==> src/rtl/pu_master_spi_sequencer_pkg.sv <==
// Shared definitions for the pu_master_spi sequencer: FSM encoding and
// width helpers that the byte-level driver side reuses as well.
package pu_master_spi_sequencer_pkg;

  typedef enum logic [2:0] {
    ST_IDLE,
    ST_SETUP,
    ST_SEND,
    ST_WAIT,
    ST_HOLD,
    ST_DONE
  } seq_state_t;

  function automatic int bytes_per_word(input int data_width, input int spi_data_width);
    return data_width / spi_data_width;
  endfunction

  // Bits needed to hold values 0..value-1, never less than one.
  function automatic int clog2_min1(input int value);
    return (value <= 2) ? 1 : $clog2(value);
  endfunction

endpackage

==> src/rtl/pu_master_spi_word_buf.sv <==
// Linear word buffer: push appends, pop advances the read pointer, clear
// rewinds both pointers (a push in the same cycle lands at index 0).
module pu_master_spi_word_buf
  import pu_master_spi_sequencer_pkg::*;
#(
  parameter int DATA_WIDTH = 32,
  parameter int BUF_SIZE   = 6,
  parameter int CW         = clog2_min1(BUF_SIZE + 1)
) (
  input  logic                  clk,
  input  logic                  rst,
  input  logic                  push,
  input  logic [DATA_WIDTH-1:0] push_data,
  input  logic                  pop,
  input  logic                  clear,
  output logic [DATA_WIDTH-1:0] rd_data,
  output logic [CW-1:0]         count
);

  localparam logic [CW-1:0] SIZE_C = CW'(BUF_SIZE);

  logic [DATA_WIDTH-1:0] mem [BUF_SIZE];
  logic [CW-1:0]         wptr_reg;
  logic [CW-1:0]         rptr_reg;
  logic                  wr_en;
  logic [CW-1:0]         wr_addr;

  assign wr_en   = push && (clear || (wptr_reg != SIZE_C));
  assign wr_addr = clear ? '0 : wptr_reg;

  always_ff @(posedge clk) begin
    if (wr_en) mem[wr_addr] <= push_data;
  end

  always_ff @(posedge clk or posedge rst) begin
    if (rst) begin
      wptr_reg <= '0;
      rptr_reg <= '0;
    end else if (clear) begin
      wptr_reg <= push ? CW'(1) : '0;
      rptr_reg <= '0;
    end else begin
      if (wr_en) wptr_reg <= wptr_reg + CW'(1);
      if (pop && (rptr_reg < wptr_reg)) rptr_reg <= rptr_reg + CW'(1);
    end
  end

  // Reads past the written region return zero rather than stale contents.
  assign count   = wptr_reg;
  assign rd_data = (rptr_reg < wptr_reg) ? mem[rptr_reg] : '0;

endmodule

==> src/rtl/pu_master_spi_sequencer.sv <==
// Multi-word SPI transaction sequencer: buffers NITTA words, streams them as
// MSB-first bytes through the byte driver under one cs_n window, collects rx.
module pu_master_spi_sequencer
  import pu_master_spi_sequencer_pkg::*;
#(
  parameter int DATA_WIDTH     = 32,
  parameter int SPI_DATA_WIDTH = 8,
  parameter int BUF_SIZE       = 6,
  parameter int CS_SETUP       = 2,
  parameter int CS_HOLD        = 2
) (
  input  logic                      clk,
  input  logic                      rst,
  input  logic                      signal_cycle,
  input  logic                      tx_wr,
  input  logic [DATA_WIDTH-1:0]     tx_data,
  input  logic                      rx_oe,
  output logic [DATA_WIDTH-1:0]     rx_data,
  output logic                      busy,
  output logic                      flag_stop,
  output logic                      cs_n,
  output logic                      drv_start,
  output logic [SPI_DATA_WIDTH-1:0] drv_tx,
  input  logic [SPI_DATA_WIDTH-1:0] drv_rx,
  input  logic                      drv_ready
);

  localparam int BPW = bytes_per_word(DATA_WIDTH, SPI_DATA_WIDTH);
  localparam int CW  = clog2_min1(BUF_SIZE + 1);
  localparam int BCW = clog2_min1(BPW);
  localparam int TCW = clog2_min1((CS_SETUP > CS_HOLD) ? CS_SETUP : CS_HOLD);

  localparam logic [BCW-1:0] BYTE_LAST  = BCW'(BPW - 1);
  localparam logic [TCW-1:0] SETUP_LAST = TCW'(CS_SETUP - 1);
  localparam logic [TCW-1:0] HOLD_LAST  = TCW'(CS_HOLD - 1);
  localparam logic [CW-1:0]  SIZE_C     = CW'(BUF_SIZE);

  seq_state_t                state_reg;
  logic [CW-1:0]             n_reg;
  logic [BCW-1:0]            byte_cnt_reg;
  logic [TCW-1:0]            timer_reg;
  logic [DATA_WIDTH-1:0]     asm_reg;
  logic [DATA_WIDTH-1:0]     asm_next;
  logic                      pend_valid_reg;
  logic [DATA_WIDTH-1:0]     pend_data_reg;

  logic [DATA_WIDTH-1:0]     tx_word;
  logic [DATA_WIDTH-1:0]     tx_push_data;
  logic [CW-1:0]             tx_count;
  logic [CW-1:0]             rx_count;
  logic                      tx_full;
  logic                      launch;
  logic                      last_byte;
  logic                      last_word;
  logic                      tx_push;
  logic                      tx_pop;
  logic                      tx_clear;
  logic                      rx_push;
  logic [SPI_DATA_WIDTH-1:0] tx_bytes [BPW];

  for (genvar gi = 0; gi < BPW; gi++) begin : g_byte
    assign tx_bytes[gi] = tx_word[DATA_WIDTH-1-gi*SPI_DATA_WIDTH -: SPI_DATA_WIDTH];
  end

  assign tx_full   = (tx_count == SIZE_C);
  assign launch    = (state_reg == ST_IDLE) && signal_cycle && (tx_count != '0);
  assign last_byte = (byte_cnt_reg == BYTE_LAST);
  // rx_count is the number of words already completed, i.e. the current word index.
  assign last_word = (rx_count == (n_reg - CW'(1)));
  assign asm_next  = DATA_WIDTH'({asm_reg, drv_rx});

  // A word written in the launch cycle is parked and re-pushed once the buffer is emptied.
  assign tx_push      = ((state_reg == ST_IDLE) && tx_wr && !launch) ||
                        ((state_reg == ST_DONE) && pend_valid_reg);
  assign tx_push_data = (state_reg == ST_DONE) ? pend_data_reg : tx_data;
  assign tx_pop       = (state_reg == ST_SEND) && last_byte;
  assign tx_clear     = (state_reg == ST_DONE);
  assign rx_push      = (state_reg == ST_WAIT) && drv_ready && last_byte;

  pu_master_spi_word_buf #(
    .DATA_WIDTH (DATA_WIDTH),
    .BUF_SIZE   (BUF_SIZE),
    .CW         (CW)
  ) u_tx_buf (
    .clk       (clk),
    .rst       (rst),
    .push      (tx_push),
    .push_data (tx_push_data),
    .pop       (tx_pop),
    .clear     (tx_clear),
    .rd_data   (tx_word),
    .count     (tx_count)
  );

  pu_master_spi_word_buf #(
    .DATA_WIDTH (DATA_WIDTH),
    .BUF_SIZE   (BUF_SIZE),
    .CW         (CW)
  ) u_rx_buf (
    .clk       (clk),
    .rst       (rst),
    .push      (rx_push),
    .push_data (asm_next),
    .pop       (rx_oe),
    .clear     (launch),
    .rd_data   (rx_data),
    .count     (rx_count)
  );

  always_ff @(posedge clk or posedge rst) begin
    if (rst) begin
      state_reg      <= ST_IDLE;
      cs_n           <= 1'b1;
      busy           <= 1'b0;
      flag_stop      <= 1'b0;
      drv_start      <= 1'b0;
      drv_tx         <= '0;
      n_reg          <= '0;
      byte_cnt_reg   <= '0;
      timer_reg      <= '0;
      asm_reg        <= '0;
      pend_valid_reg <= 1'b0;
      pend_data_reg  <= '0;
    end else begin
      flag_stop <= 1'b0;
      drv_start <= 1'b0;
      case (state_reg)
        ST_IDLE: begin
          if (launch) begin
            state_reg      <= ST_SETUP;
            cs_n           <= 1'b0;
            busy           <= 1'b1;
            n_reg          <= tx_count;
            byte_cnt_reg   <= '0;
            timer_reg      <= '0;
            pend_valid_reg <= tx_wr && !tx_full;
            pend_data_reg  <= tx_data;
          end else if (signal_cycle) begin
            flag_stop <= 1'b1;
          end
        end
        ST_SETUP: begin
          if (timer_reg == SETUP_LAST) state_reg <= ST_SEND;
          else                         timer_reg <= timer_reg + TCW'(1);
        end
        ST_SEND: begin
          drv_start <= 1'b1;
          drv_tx    <= tx_bytes[byte_cnt_reg];
          state_reg <= ST_WAIT;
        end
        ST_WAIT: begin
          if (drv_ready) begin
            asm_reg <= asm_next;
            if (!last_byte) begin
              byte_cnt_reg <= byte_cnt_reg + BCW'(1);
              state_reg    <= ST_SEND;
            end else begin
              byte_cnt_reg <= '0;
              if (last_word) begin
                timer_reg <= '0;
                state_reg <= ST_HOLD;
              end else begin
                state_reg <= ST_SEND;
              end
            end
          end
        end
        ST_HOLD: begin
          if (timer_reg == HOLD_LAST) state_reg <= ST_DONE;
          else                        timer_reg <= timer_reg + TCW'(1);
        end
        ST_DONE: begin
          cs_n           <= 1'b1;
          busy           <= 1'b0;
          flag_stop      <= 1'b1;
          pend_valid_reg <= 1'b0;
          state_reg      <= ST_IDLE;
        end
        default: state_reg <= ST_IDLE;
      endcase
    end
  end

endmodule

==> config.mk <==
export PLATFORM = sky130hd
export DESIGN_NAME = pu_master_spi_sequencer
export DESIGN_NICKNAME = d
export VERILOG_FILES = /design/src/rtl/pu_master_spi_sequencer_pkg.sv /design/src/rtl/pu_master_spi_word_buf.sv /design/src/rtl/pu_master_spi_sequencer.sv
export SDC_FILE = /design/constraint.sdc
export NUM_CORES = 1
export LEC_CHECK = 0
export ABC_AREA = 1
export CAP_MARGIN = 20
export CORE_ASPECT_RATIO = 1.4
export CORE_MARGIN = 2
export CORE_UTILIZATION = 61
export CTS_CLUSTER_SIZE = 40
export DETAILED_ROUTE_END_ITERATION = 8
export HOLD_SLACK_MARGIN = 0.02
export PLACE_DENSITY = 0.88
export SYNTH_ARGS = -nofsm -noshare
export SYNTH_HDL_FRONTEND = slang
export SYNTH_SLANG_ARGS = --single-unit
==> constraint.sdc <==
create_clock -name clk -period 7.89 [get_ports clk]
set_input_delay 1.1835 -clock clk [delete_from_list [all_inputs] [get_ports clk]]
set_output_delay 1.1835 -clock clk [all_outputs]
set_load 0.005 [all_outputs]
## Word level (Yosys, flattened, before mapping)

Memories as Yosys holds them, arrays and structs flattened.
Cells that the tools add are included.

- Word-level logic and storage cells: 127
- Register bits after elaboration: 90
- Bits in latches: 0
- Memories kept: 2
- Bits of input ports: 46
- Output and inout bits: 44
- Bits in read-only memories: 0
- Bits in writable memories: 384

- Muxes and demuxes: 48
- Shifts and indexed selects: 0
- Divide/modulo/power cells: 0
- Add/sub/neg operators: 7
- Bitwise logic cells: 1
- Reduce and logical (&&, ||, !) cells: 34
- $lt $le $gt $ge: 3
- Eq/ne operators: 16
- Multiply operators: 0

Memory list:

| memory | words | bits a word | read ports | clocked after memory_dff | wr ports | line | RTL |
|---|---|---|---|---|---|---|---|
| u_rx_buf.mem | 6 | 32 | 1 | 0 | 1 | pu_master_spi_word_buf.sv:22 | `logic [DATA_WIDTH-1:0] mem [BUF_SIZE];` |
| u_tx_buf.mem | 6 | 32 | 1 | 0 | 1 | pu_master_spi_word_buf.sv:22 |  |

Operator list:

| operator | count |
|---|---|
| 2-to-1 mux 32 bit | 3 |
| 2-to-1 mux 3 bit | 16 |
| binary-select mux 8 bit (select 2 bit) | 1 |
| 2-to-1 mux 1 bit | 16 |
| 2-to-1 mux 8 bit | 2 |
| one-hot mux 3 bit (5 select lines) | 1 |
| logical AND 1 bit | 13 |
| adder 3 x 1 -> 3 bit, second input constant | 4 |
| != test 2 bit, second input constant | 6 |
| nonzero test 2 bit | 6 |
| equality test 3 bit, second input constant | 3 |
| one-hot mux 1 bit (2 select lines) | 4 |
| equality test 3 x 2 -> 1 bit, second input constant | 2 |
| less-than comparator 3 bit | 2 |
| 2-to-1 mux 2 bit | 3 |
| != test 3 bit, second input constant | 2 |
| AND reduction 2 bit | 3 |
| nonzero test 3 bit | 2 |
| AND reduction 5 bit | 1 |
| one-hot mux 2 bit (2 select lines) | 1 |
| AND reduction 4 bit | 1 |
| equality test 3 x 1 -> 1 bit, second input constant | 1 |
| equality test 3 bit | 1 |
| greater-or-equal comparator 3 bit, second input constant | 1 |
| 11 further kinds | 14 |

## Depth between registers and ports, before layout

- Depth after elaboration: 9
- Gate-level depth with buffers: 11
- Mapped depth without buffers: 10

## Hierarchy

A second synthesis with hierarchy kept.

- Cells, all modules: 2089
- Area total of the unflattened synthesis: 20938.8 sq um

By module, submodules not included:

| module | instances | cells each | area an instance (sq um) | seq. area each (sq um) |
|---|---|---|---|---|
| pu_master_spi_word_buf | 2 | 808 | 8540.7 | 5915.7 |
| pu_master_spi_sequencer | 1 | 473 | 3857.4 | 1953.1 |

## Worst setup path before layout

OpenSTA, ideal clock, no wires.

- Path kind: input-to-reg
- From: in signal_cycle
- To: mem u_tx_buf.mem[3][0], enable pin
- Buffers on the path: 0
- Setup slack: 3600 ps
- Stages on the path: 5
- Arrival: 3829 ps
- Required time: 7429 ps
- Setup time: 461 ps
- Cells stage by stage: inv_1 -> o21ai_0 -> o22ai_2 -> nand2_2 -> nor3_1

- Cells in the longest elaborated chain, start to end: 8

RTL lines:

| item | line | RTL |
|---|---|---|
| from (decl) | pu_master_spi_sequencer.sv:14 | `input logic signal_cycle,` |
| logical AND 1 bit (2 in a row) | pu_master_spi_sequencer.sv:66 | `assign launch = (state_reg == ST_IDLE) && signal_cycle && (tx_count != '0);` |
| zero test 1 bit | pu_master_spi_sequencer.sv:73 | `assign tx_push = ((state_reg == ST_IDLE) && tx_wr && !launch) \|\|` |
| logical AND 1 bit | pu_master_spi_sequencer.sv:73 |  |
| logical OR 1 bit | pu_master_spi_sequencer.sv:73 |  |
| logical AND 1 bit | pu_master_spi_word_buf.sv:28 | `assign wr_en = push && (clear \|\| (wptr_reg != SIZE_C));` |
| 2-to-1 mux 1 bit | pu_master_spi_word_buf.sv:32 | `if (wr_en) mem[wr_addr] <= push_data;` |
| 2-to-1 mux 1 bit (implied by the code) | pu_master_spi_word_buf.sv:32 |  |
| to (decl) | pu_master_spi_word_buf.sv:22 |  |

No other way between the ends.

## Worst setup path after layout

- From: reg u_rx_buf.wptr_reg[2] (netlist: u_rx_buf.count[2])
- To: out rx_data[13]

- Cells in the longest elaborated chain, start to end: 2

RTL lines:

| item | line | RTL |
|---|---|---|
| from (decl) | pu_master_spi_word_buf.sv:23 | `logic [CW-1:0] wptr_reg;` |
| from (signal assigned) | pu_master_spi_word_buf.sv:40 | `wptr_reg <= push ? CW'(1) : '0;` |
| from (signal assigned) | pu_master_spi_word_buf.sv:43 | `if (wr_en) wptr_reg <= wptr_reg + CW'(1);` |
| less-than comparator 3 bit | pu_master_spi_word_buf.sv:50 | `assign rd_data = (rptr_reg < wptr_reg) ? mem[rptr_reg] : '0;` |
| 2-to-1 mux 32 bit | pu_master_spi_word_buf.sv:50 |  |
| to (decl) | pu_master_spi_sequencer.sv:18 | `output logic [DATA_WIDTH-1:0] rx_data,` |

No other way between the ends.

==> run_results.csv <==
group,metric,value,unit
detailed_routing,drt_iter0_drc,1519,
timing,slew_viol_final,0,
clocking,cts_made_buffers,43,
setup_path,cp_top_family,"simple AND/OR/NAND/NOR gates",
floorplan,rows,77,
detailed_routing,ant_nets,0,
pwr,p_per_area,320.5,nW/um2
job,max_cap_violations,0,
floorplan,core,31600,um2
timing,worst_pin_slew,1.131,ns
timing,post-route-min-period,4.601,ns
placement,hpwl,24520,um
clocking,clock_latency,0.55,ns
global_routing,grt_max_degree,98,
synthesis,synth_area_leaders,"edfxtp_1 59%, dfrtp_1 11%, nand2_1 8.7%",
synthesis,seq_area_frac_synth,70.45,%
synthesis,ys_ff_latch,474,
layout,fillCellCount,2005,
setup_path,slowest_stage,"nand2_2",
detailed_routing,via_count,13210,
setup_path,required,6.71,ns
pwr,ir_drop,268.3,uV
global_routing,grt.overflow.total,0,
synthesis,syn_area_per_cell,11.40,um2
setup_path,crit_arrival,3.42,ns
clocking,post-cts-setup-buffers,0,
placement,gp_congestion,0.8153,
floorplan,chipHeight,215.9,um
layout,instances_no_fill,2204,
synthesis,synth_top_area_share,58.93,%
synthesis,synth_cell_types,37,
detailed_routing,drt_wl_total,44230,um
placement,portBuffers,89,
synthesis,ys_warn_count,0,
synthesis,syn_area,19570,um2
run_status,status,"completed",
clocking,tritoncts,"built",
floorplan,chipWidth,155.4,um
setup_path,path_class,"reg -> out",
global_routing,grt_pass1_vias,13660,
clocking,ctsResizeCount,0,
timing,fin_skew,0.01699,ns
setup_path,worstSetupEndpoint,"rx_data[13]",
synthesis,syn_inst,1716,
setup_path,cp_cell_sequence,"inv_1 -> ha_1 -> a21oi_1 -> nand2_2 -> nor3_1 -> clkdlybuf4s50_1",
setup_path,endpoint_kind,"output port",
setup_path,cp_max_fo,34,
pwr,leakagePower,8.463,nW
clocking,cts_buffer_depth,3,
timing,relSlewSlack,24.45,%
worst_hold_path,hp-class,"reg -> reg",
clocking,path_clk_slew,0.07,ns
setup_path,rr_endpoint,"u_rx_buf.mem[5][1]$_DFFE_PP_",
synthesis,synth_nets,1775,
timing,finalSetupTns,0,ns
setup_path,r2r_start,"byte_cnt_reg[1]$_DFFE_PP0P_",
setup_path,cp.depth,6,
setup_path,slowest_delay,0.59,ns
floorplan,ios,90,
global_routing,grt_pass1_wl,69310,um
synthesis,yosys.area.top_type,"edfxtp_1",
clocking,hold_buffers,0,
setup_path,worstSetupStartpointType,"flop",
setup_path,reg2regPathDepth,6,
clocking,cts.htree.levels,2,
global_routing,grt_usage,26.44,%
timing,period_share,58.32,%
placement,placed_cells,2122,
clocking,root_buffer,"clkbuf_16",
layout,synthToLayoutAreaGrowth,13.96,%
pwr,p_total,7.146,mW
floorplan,die_area,33550,um2
layout,final_layout_size_suffix_gt1_share,8.628,%
clocking,clock_sinks,474,
setup_path,critPathLaunch,"u_rx_buf.count[2]$_DFFE_PP0P_",
timing,fmax,0.2173,GHz
setup_path,regToRegSetupSlack,4.77,ns
layout,num-nets-final,1833,
global_routing,grt_antenna_before_repair,1,
detailed_routing,avgViaCountPerCell,5.994,
detailed_routing,drc,0,
detailed_routing,drtPass1Iterations,6,
detailed_routing,wire_per_inst,20.07,um
floorplan,start_util,61.92,%
timing,finalHoldViolCount,0,
setup_path,worst-path-buf-inv,2,
timing,setup_viol,0,
timing,rsz0062_at_grt,"no",
==> area by class of cell <==
type	count	area [um2]	area share (%)
Antenna cell	1	2.502	0.01122
Clock buffer	52	1162	5.212
Inverter	77	291.5	1.307
Multi-Input combinational cell	1067	5070	22.73
Timing Repair Buffer	111	1101	4.937
Tap cell	395	494.2	2.216
Clock inverter	27	390.4	1.751
Sequential cell	474	13790	61.83
==> Yosys cell counts <==
cell and number:
a21oi_2 2, nand2_4 1, o22ai_1 32, nand3_1 107
mux2_4 8, dfstp_2 1, nand3_2 2, o21ai_0 140
buf_1 7, nor3_2 11, nor2_4 3, o211ai_2 1
a21oi_1 110, o31ai_1 1, nand2_1 454, nand2_2 3
o211ai_1 2, ha_1 13, buf_6 5, buf_2 52
nor2_1 124, xnor2_1 2, xor2_1 4, nor2_2 2
inv_2 9, nand3b_4 1, clkbuf_1 28, nand4_1 1
clkinv_1 2, o21ai_1 13, buf_4 6, or2_1 1
dfrtp_1 89, inv_1 66, edfxtp_1 384, o22ai_2 1
nor3_1 28
==> per-stage QoR <==
stage	worst slack [ns]	area [um2]	hold WS, ns	utilization (%)
6_report	3.289	22300	0.4951	70.57
4_1_cts	3.280	22260	0.4956	70.43
3_3_place_gp	3.972	20680	0.4683	65.43
2_1_floorplan	3.600	19570	0.4519	-
3_5_place_dp	3.914	20700	0.4698	65.52
5_1_grt	3.096	22300	0.5152	70.57
==> cells in the final DEF, fill, tap and decap left out, types with 3 or more instances in the layout <==
| cell type | count |
|---|---|
| nor2_2 | 5 |
| clkinvlp_4 | 4 |
| dfrtp_2 | 3 |
| edfxtp_1 | 384 |
| buf_4 | 19 |
| nor2_4 | 5 |
| nand2_2 | 3 |
| nor3_2 | 17 |
| nand3_1 | 106 |
| nor2_1 | 119 |
| o22ai_1 | 32 |
| nor3_1 | 22 |
| clkbuf_1 | 6 |
| clkbuf_16 | 45 |
| clkdlybuf4s50_1 | 89 |
| clkinv_1 | 3 |
| o21ai_1 | 13 |
| nand3_2 | 3 |
| inv_2 | 9 |
| xor2_1 | 4 |
| mux2_4 | 8 |
| ha_1 | 13 |
| dfrtp_1 | 86 |
| bufinv_16 | 9 |
| inv_1 | 65 |
| o21ai_0 | 140 |
| nand2_1 | 454 |
| clkinv_2 | 8 |
| a21oi_1 | 109 |
==> worst min-delay path: stages, from the launching register on <==
cell and delay, ns:
dfrtp_1 0.35, nand2_1 0.05, nand2_1 0.06
==> per-layer routing <==
layer	wire (um)	part of all wire (%)	track usage [%]
met1	15280	35	29.69
met2	23620	53	47.64
met3	3357	7.6	4.056
met4	1965	4.4	15.05
met5	0	0	0
==> logic make-up (layout without fill, tap and decap cells) <==
group	after synthesis	after routing	share of synthesized area [%]
AND/OR/NAND/NOR	738	738	15.76
flip-flops	474	474	70.45
AO/OA/AOI/OAI	302	302	8.082
buffers and inverters	175	267	3.996
adder cells (fa/ha/maj)	13	13	0.8313
multiplexers	8	8	0.6139
XOR/XNOR	6	6	0.2686
other	0	1	0
==> power breakdown <==
group / switching (mW) / internal, mW
clock: 0.913 / 1.36
sequential: 0.234 / 3.08
combinational: 1.03 / 0.537
==> how the worst min path moves through the flow <==
stage,from,slack (ns),depth (start not counted),to
finish,drv_tx[7]$_DFFE_PP0N_,0.50,2,drv_tx[7]$_DFFE_PP0N_
global route,drv_tx[7]$_DFFE_PP0N_,0.52,2,drv_tx[7]$_DFFE_PP0N_
CTS,cs_n$_DFFE_PP1P_,0.50,2,cs_n$_DFFE_PP1P_
detailed placement,drv_tx[7]$_DFFE_PP0N_,0.47,2,drv_tx[7]$_DFFE_PP0N_
global placement,drv_tx[4]$_DFFE_PP0N_,0.47,2,drv_tx[4]$_DFFE_PP0N_
floorplan,cs_n$_DFFE_PP1P_,0.45,2,cs_n$_DFFE_PP1P_
No activity file was read; power rests on OpenSTA's default activity.
==> RTL change 1 (same settings) <==
Put one more register stage on the output `flag_stop`, cleared by the reset. The value now appears one clock later. The other outputs are not delayed to match.
--- a/src/rtl/pu_master_spi_sequencer.sv
+++ b/src/rtl/pu_master_spi_sequencer.sv
@@ -36,2 +36,4 @@
   localparam logic [CW-1:0]  SIZE_C     = CW'(BUF_SIZE);
+
+  logic flag_stop_s0;
 
@@ -114,3 +116,3 @@
       busy           <= 1'b0;
-      flag_stop      <= 1'b0;
+      flag_stop_s0   <= 1'b0;
       drv_start      <= 1'b0;
@@ -124,3 +126,3 @@
     end else begin
-      flag_stop <= 1'b0;
+      flag_stop_s0 <= 1'b0;
       drv_start <= 1'b0;
@@ -138,3 +140,3 @@
           end else if (signal_cycle) begin
-            flag_stop <= 1'b1;
+            flag_stop_s0 <= 1'b1;
           end
@@ -174,3 +176,3 @@
           busy           <= 1'b0;
-          flag_stop      <= 1'b1;
+          flag_stop_s0   <= 1'b1;
           pend_valid_reg <= 1'b0;
@@ -183,2 +185,10 @@
 
+  always_ff @(posedge clk or posedge rst) begin
+    if (rst) begin
+      flag_stop <= '0;
+    end else begin
+      flag_stop <= flag_stop_s0;
+    end
+  end
+
 endmodule
Function: changed (Yosys sat finds a counterexample within 4 cycles, from zero or initial values and one cycle with rst high).
==> RTL change 1 against the unedited design <==
Maximum frequency is 2.2% lower; power is 0.42% lower; worst setup slack worse by 0.10 ns; final cell count hardly changed; final area is 0.13% higher; sequential cell count is 1 higher; area after synthesis is 0.13% higher; critical path depth is 1 higher; wire length is 1.4% higher; synthesized cell count hardly changed; largest cell class unchanged.
==> RTL change 1: results (changes against the unedited design) <==
** Worst hold path
- For hold timing, the worst endpoint is flag_stop$_DFF_PP0_.

** Global route
- The number of global-route vias before repair came to 13,836 (+1.3%).
- The wire length of the first global-routing pass is 70,100 microns (+1.1%).
- The largest net degree at the start of global routing came to 96 (-2.0%).
- Overall fraction of global-route tracks in use :: 0.267 (+0.00245)

** Worst setup path
- The arrival time of data at the critical path endpoint is 3.52 ns (+0.10 ns).
- The cell depth of the worst flop-to-flop path was 5 (-1).
- Worst R2R Setup Slack :: 4.87 ns (+0.10 ns)
- The worst register-to-register path ends at u_rx_buf.mem[2][23]$_DFFE_PP_.

** Final layout
- Count of non-filler cells in the finished layout :: 2,205 (+0.045%)
- The proportion of cell area spent on the clock network came to 0.0681 (-0.00149).
- The proportion of layout cells with a drive suffix above 1 is 0.0868 (+0.000505).

** Placed design
- DP Worst Slack :: 3.81 ns (-0.101 ns)
- Final RePlAce weighted congestion :: 0.789 (-3.3%)
- The detailed-placement wirelength estimate was 24,900 microns (+1.5%).

** Pwr
- P_leak :: 8.48 nW (+0.16%)
- Maximum vdd drop :: 235 uV (-12%)

** Timing
- The worst hold slack came to 0.358 ns (-0.137 ns).
- The highest achievable clock rate is 0.212 GHz (-2.2%).
- Worst slew pin tran :: 1.05 ns (-0.0817 ns)

** Outcome
- Outcome :: complete, no violations

** Route
- The detailed-route wire length on metal 1 is 15,400 microns (+1.1%).

** CTS
- Clock network latency to the later pin of the worst-skew pair :: 0.57 ns (+0.02 ns)
- The total CTS buffers came to 42 (-2.3%).

** Logic synthesis
- Sequential share of the synthesized area :: 0.705 (about the same)
[RTL change 1: cell types whose count changed in the layout (fill, tap and decap cells not counted), sizes merged]
cell and delta:
clkinv +6, clkbuf -5, inv -2, buf +1, dfrtp +1
[RTL change 1: critical path, stage by stage (launching register included)]
cell	delay [ns]
dfrtp_2	0.65
inv_2	0.16
buf_4	0.77
o21ai_0	0.27
o22ai_1	0.23
nand2_1	0.08
a21oi_1	0.19
clkdlybuf4s50_1	0.56
[RTL change 1: cells by family (layout without fill, tap and decap cells)]
logic type / Yosys count / in the layout / share of synthesized area
flip-flops: 475 / 475 / 0.705
multiplexers: 8 / 8 / 0.00613
adder cells (fa/ha/maj): 13 / 13 / 0.00830
AO/OA/AOI/OAI: 302 / 302 / 0.0807
buffers and inverters: 175 / 267 / 0.0399
other: 0 / 1 / 0
XOR/XNOR: 6 / 6 / 0.00268
AND/OR/NAND/NOR: 738 / 738 / 0.157
[RTL change 1: per-layer routing]
layer | vias to the layer above | GRT usage
met5 | - | 0
met4 | 0 | 0.136
met3 | 144 | 0.0438
met2 | 729 | 0.488
met1 | 6458 | 0.299
li1 | 6057 | -
[RTL change 1: report_power, final]
part           internal (W)  switching (W)
Combinational      0.000538        0.00101
Clock               0.00131       0.000915
Sequential          0.00309       0.000255
Total               0.00494        0.00218
[RTL change 1: per-stage QoR]
stage	power, W	instance area [sq um]
after floorplan	0.00435	19600
after global placement	0.00478	20700
after detailed placement	0.00489	20700
after CTS	0.00710	22200
after global routing	0.00743	22300
final	0.00712	22300
==> RTL change 2 (same flow settings) <==
Without the edit above. `DATA_WIDTH` is set to 32 in 2 places; all go to 64.
--- a/src/rtl/pu_master_spi_word_buf.sv
+++ b/src/rtl/pu_master_spi_word_buf.sv
@@ -5,3 +5,3 @@
 #(
-  parameter int DATA_WIDTH = 32,
+  parameter int DATA_WIDTH = 64,
   parameter int BUF_SIZE   = 6,
--- a/src/rtl/pu_master_spi_sequencer.sv
+++ b/src/rtl/pu_master_spi_sequencer.sv
@@ -5,3 +5,3 @@
 #(
-  parameter int DATA_WIDTH     = 32,
+  parameter int DATA_WIDTH     = 64,
   parameter int SPI_DATA_WIDTH = 8,
Interface: changed (resized rx_data and tx_data); port bits go from 90 to 154. The function was not compared with the original's and may differ.
==> RTL change 2 against the unedited design <==
Final area increased by 92%; sequential cell count grew 449; critical path type unchanged; highest routed layer is now met5; maximum frequency fell by 15%; wire length increased by 110%; register-to-register slack worse by 0.72 ns; area after synthesis grew 95%; worst setup slack worse by 0.78 ns; power increased by 100%; clock power is 78% higher.
==> RTL change 2: results (changes against the unedited design) <==
** Route
- The met3 wire length was 8360 microns (+150%).
- Avg WL per Cell :: 21.7 microns (+8.0%)

** Global route
- The fraction of met1 tracks used by global routing is 0.336 (+0.0389).
- The fraction of met3 tracks used by global routing came to 0.0434 (+0.00284).
- The total routing usage reported by global routing came to 0.283 (+0.0190).
- Largest net degree at the start of global routing :: 142 (+45%)

** Final layout
- # clk buffers :: 109 (+110%)
- Non-clock buffers :: 189 (+70%)
- Area of combinational cells with multiple inputs :: 0.00955 sq mm (+88%)
- Number of nets in the finished design :: 3,419 (+87%)
- Core utilization of the finished layout :: 0.691 (-0.0146)
- Filler cells :: 4,003 (+100%)
- Fraction of final layout cells with drive strength greater than 1 :: 0.106 (+0.0192)
- Clk cell area share :: 0.0632 (-0.00647)
- The number of ordinary inverters in the final layout is 180 (+130%).

** Logic synthesis
- Multiplexer share of the synthesized area :: 0.00236 (-0.00378)
- Cell count after synthesis :: 3,254 (+90%)
- Share of synthesized registers carrying an async set or reset :: 0.168 (-0.0219)
- Main area contributors after synthesis :: edfxtp_1 60%, dfrtp_1 10%, nand2_1 7.1%
- The xor and xnor fraction of the mapped netlist area is 0.00112 (-0.00157).
- Sequential share of the synthesized area :: 0.707 (+0.00208)
- Cell types with the highest counts after synthesis :: 768 x edfxtp_1, 723 x nand2_1, 264 x nor2_1
- Number of flops mapped to enable cells by yosys :: 768 (+100%)

** Pwr
- Maximum vdd drop :: 467 uV (+74%)
- P_leak :: 16.1 nW (+90%)

** Worst setup path
- The maximum fanout along the worst path was 39 (+15%).
- Max stage delay cell, worst path :: dfrtp_2
- Worst setup path endpoint :: rx_data[52]
- Worst reg2reg endpoint :: u_rx_buf.mem[4][41]$_DFFE_PP_
- FF-to-FF path depth :: 10 (+4)

** Outcome
- Outcome :: complete, no violations

** Timing
- Fmax :: 0.186 GHz (-15%)
- The worst hold slack was 0.481 ns (-0.0145 ns).
- The slew at the pin with the worst max-slew slack came to 1.13 ns (-0.00222 ns).

** Placed design
- DP Worst Slack :: 3.08 ns (-0.830 ns)
- The placement-stage cell area was 0.0400 sq mm (+93%).

** CTS
- Cts bufs inserted :: 81 (+88%)
- The H-tree depth reported by CTS came to 3 (+1).
- The clock latency on the worst-skew pair came to 0.63 ns (+0.08 ns).

** Worst hold path
- Hold path start :: timer_reg$_DFFE_PP0P_
-- RTL change 2: cell count changes after synthesis, moves of 66 or more --
cell,before,now
edfxtp_1,384,768
o21ai_0,140,223
nor2_1,124,264
nand2_1,454,723
nand3_1,107,226
inv_1,66,164
nand2_2,3,69
-- RTL change 2: report_power, final --
| group | leakage, nW | switching, W | total [W] | internal, W |
|---|---|---|---|---|
| clock | 1.33 | 0.00173 | 0.00404 | 0.00231 |
| combinational | 5.96 | 0.00249 | 0.00401 | 0.00152 |
| sequential | 8.78 | 0.000570 | 0.00657 | 0.00600 |
-- RTL change 2: critical path, delay by kind of cell, from the launching register on --
family	cells	cell delay, ns
simple gates	1	0.46
flops	1	0.95
fa+ha+maj	1	0.40
compound gates	2	0.67
buf+inv	2	1.08
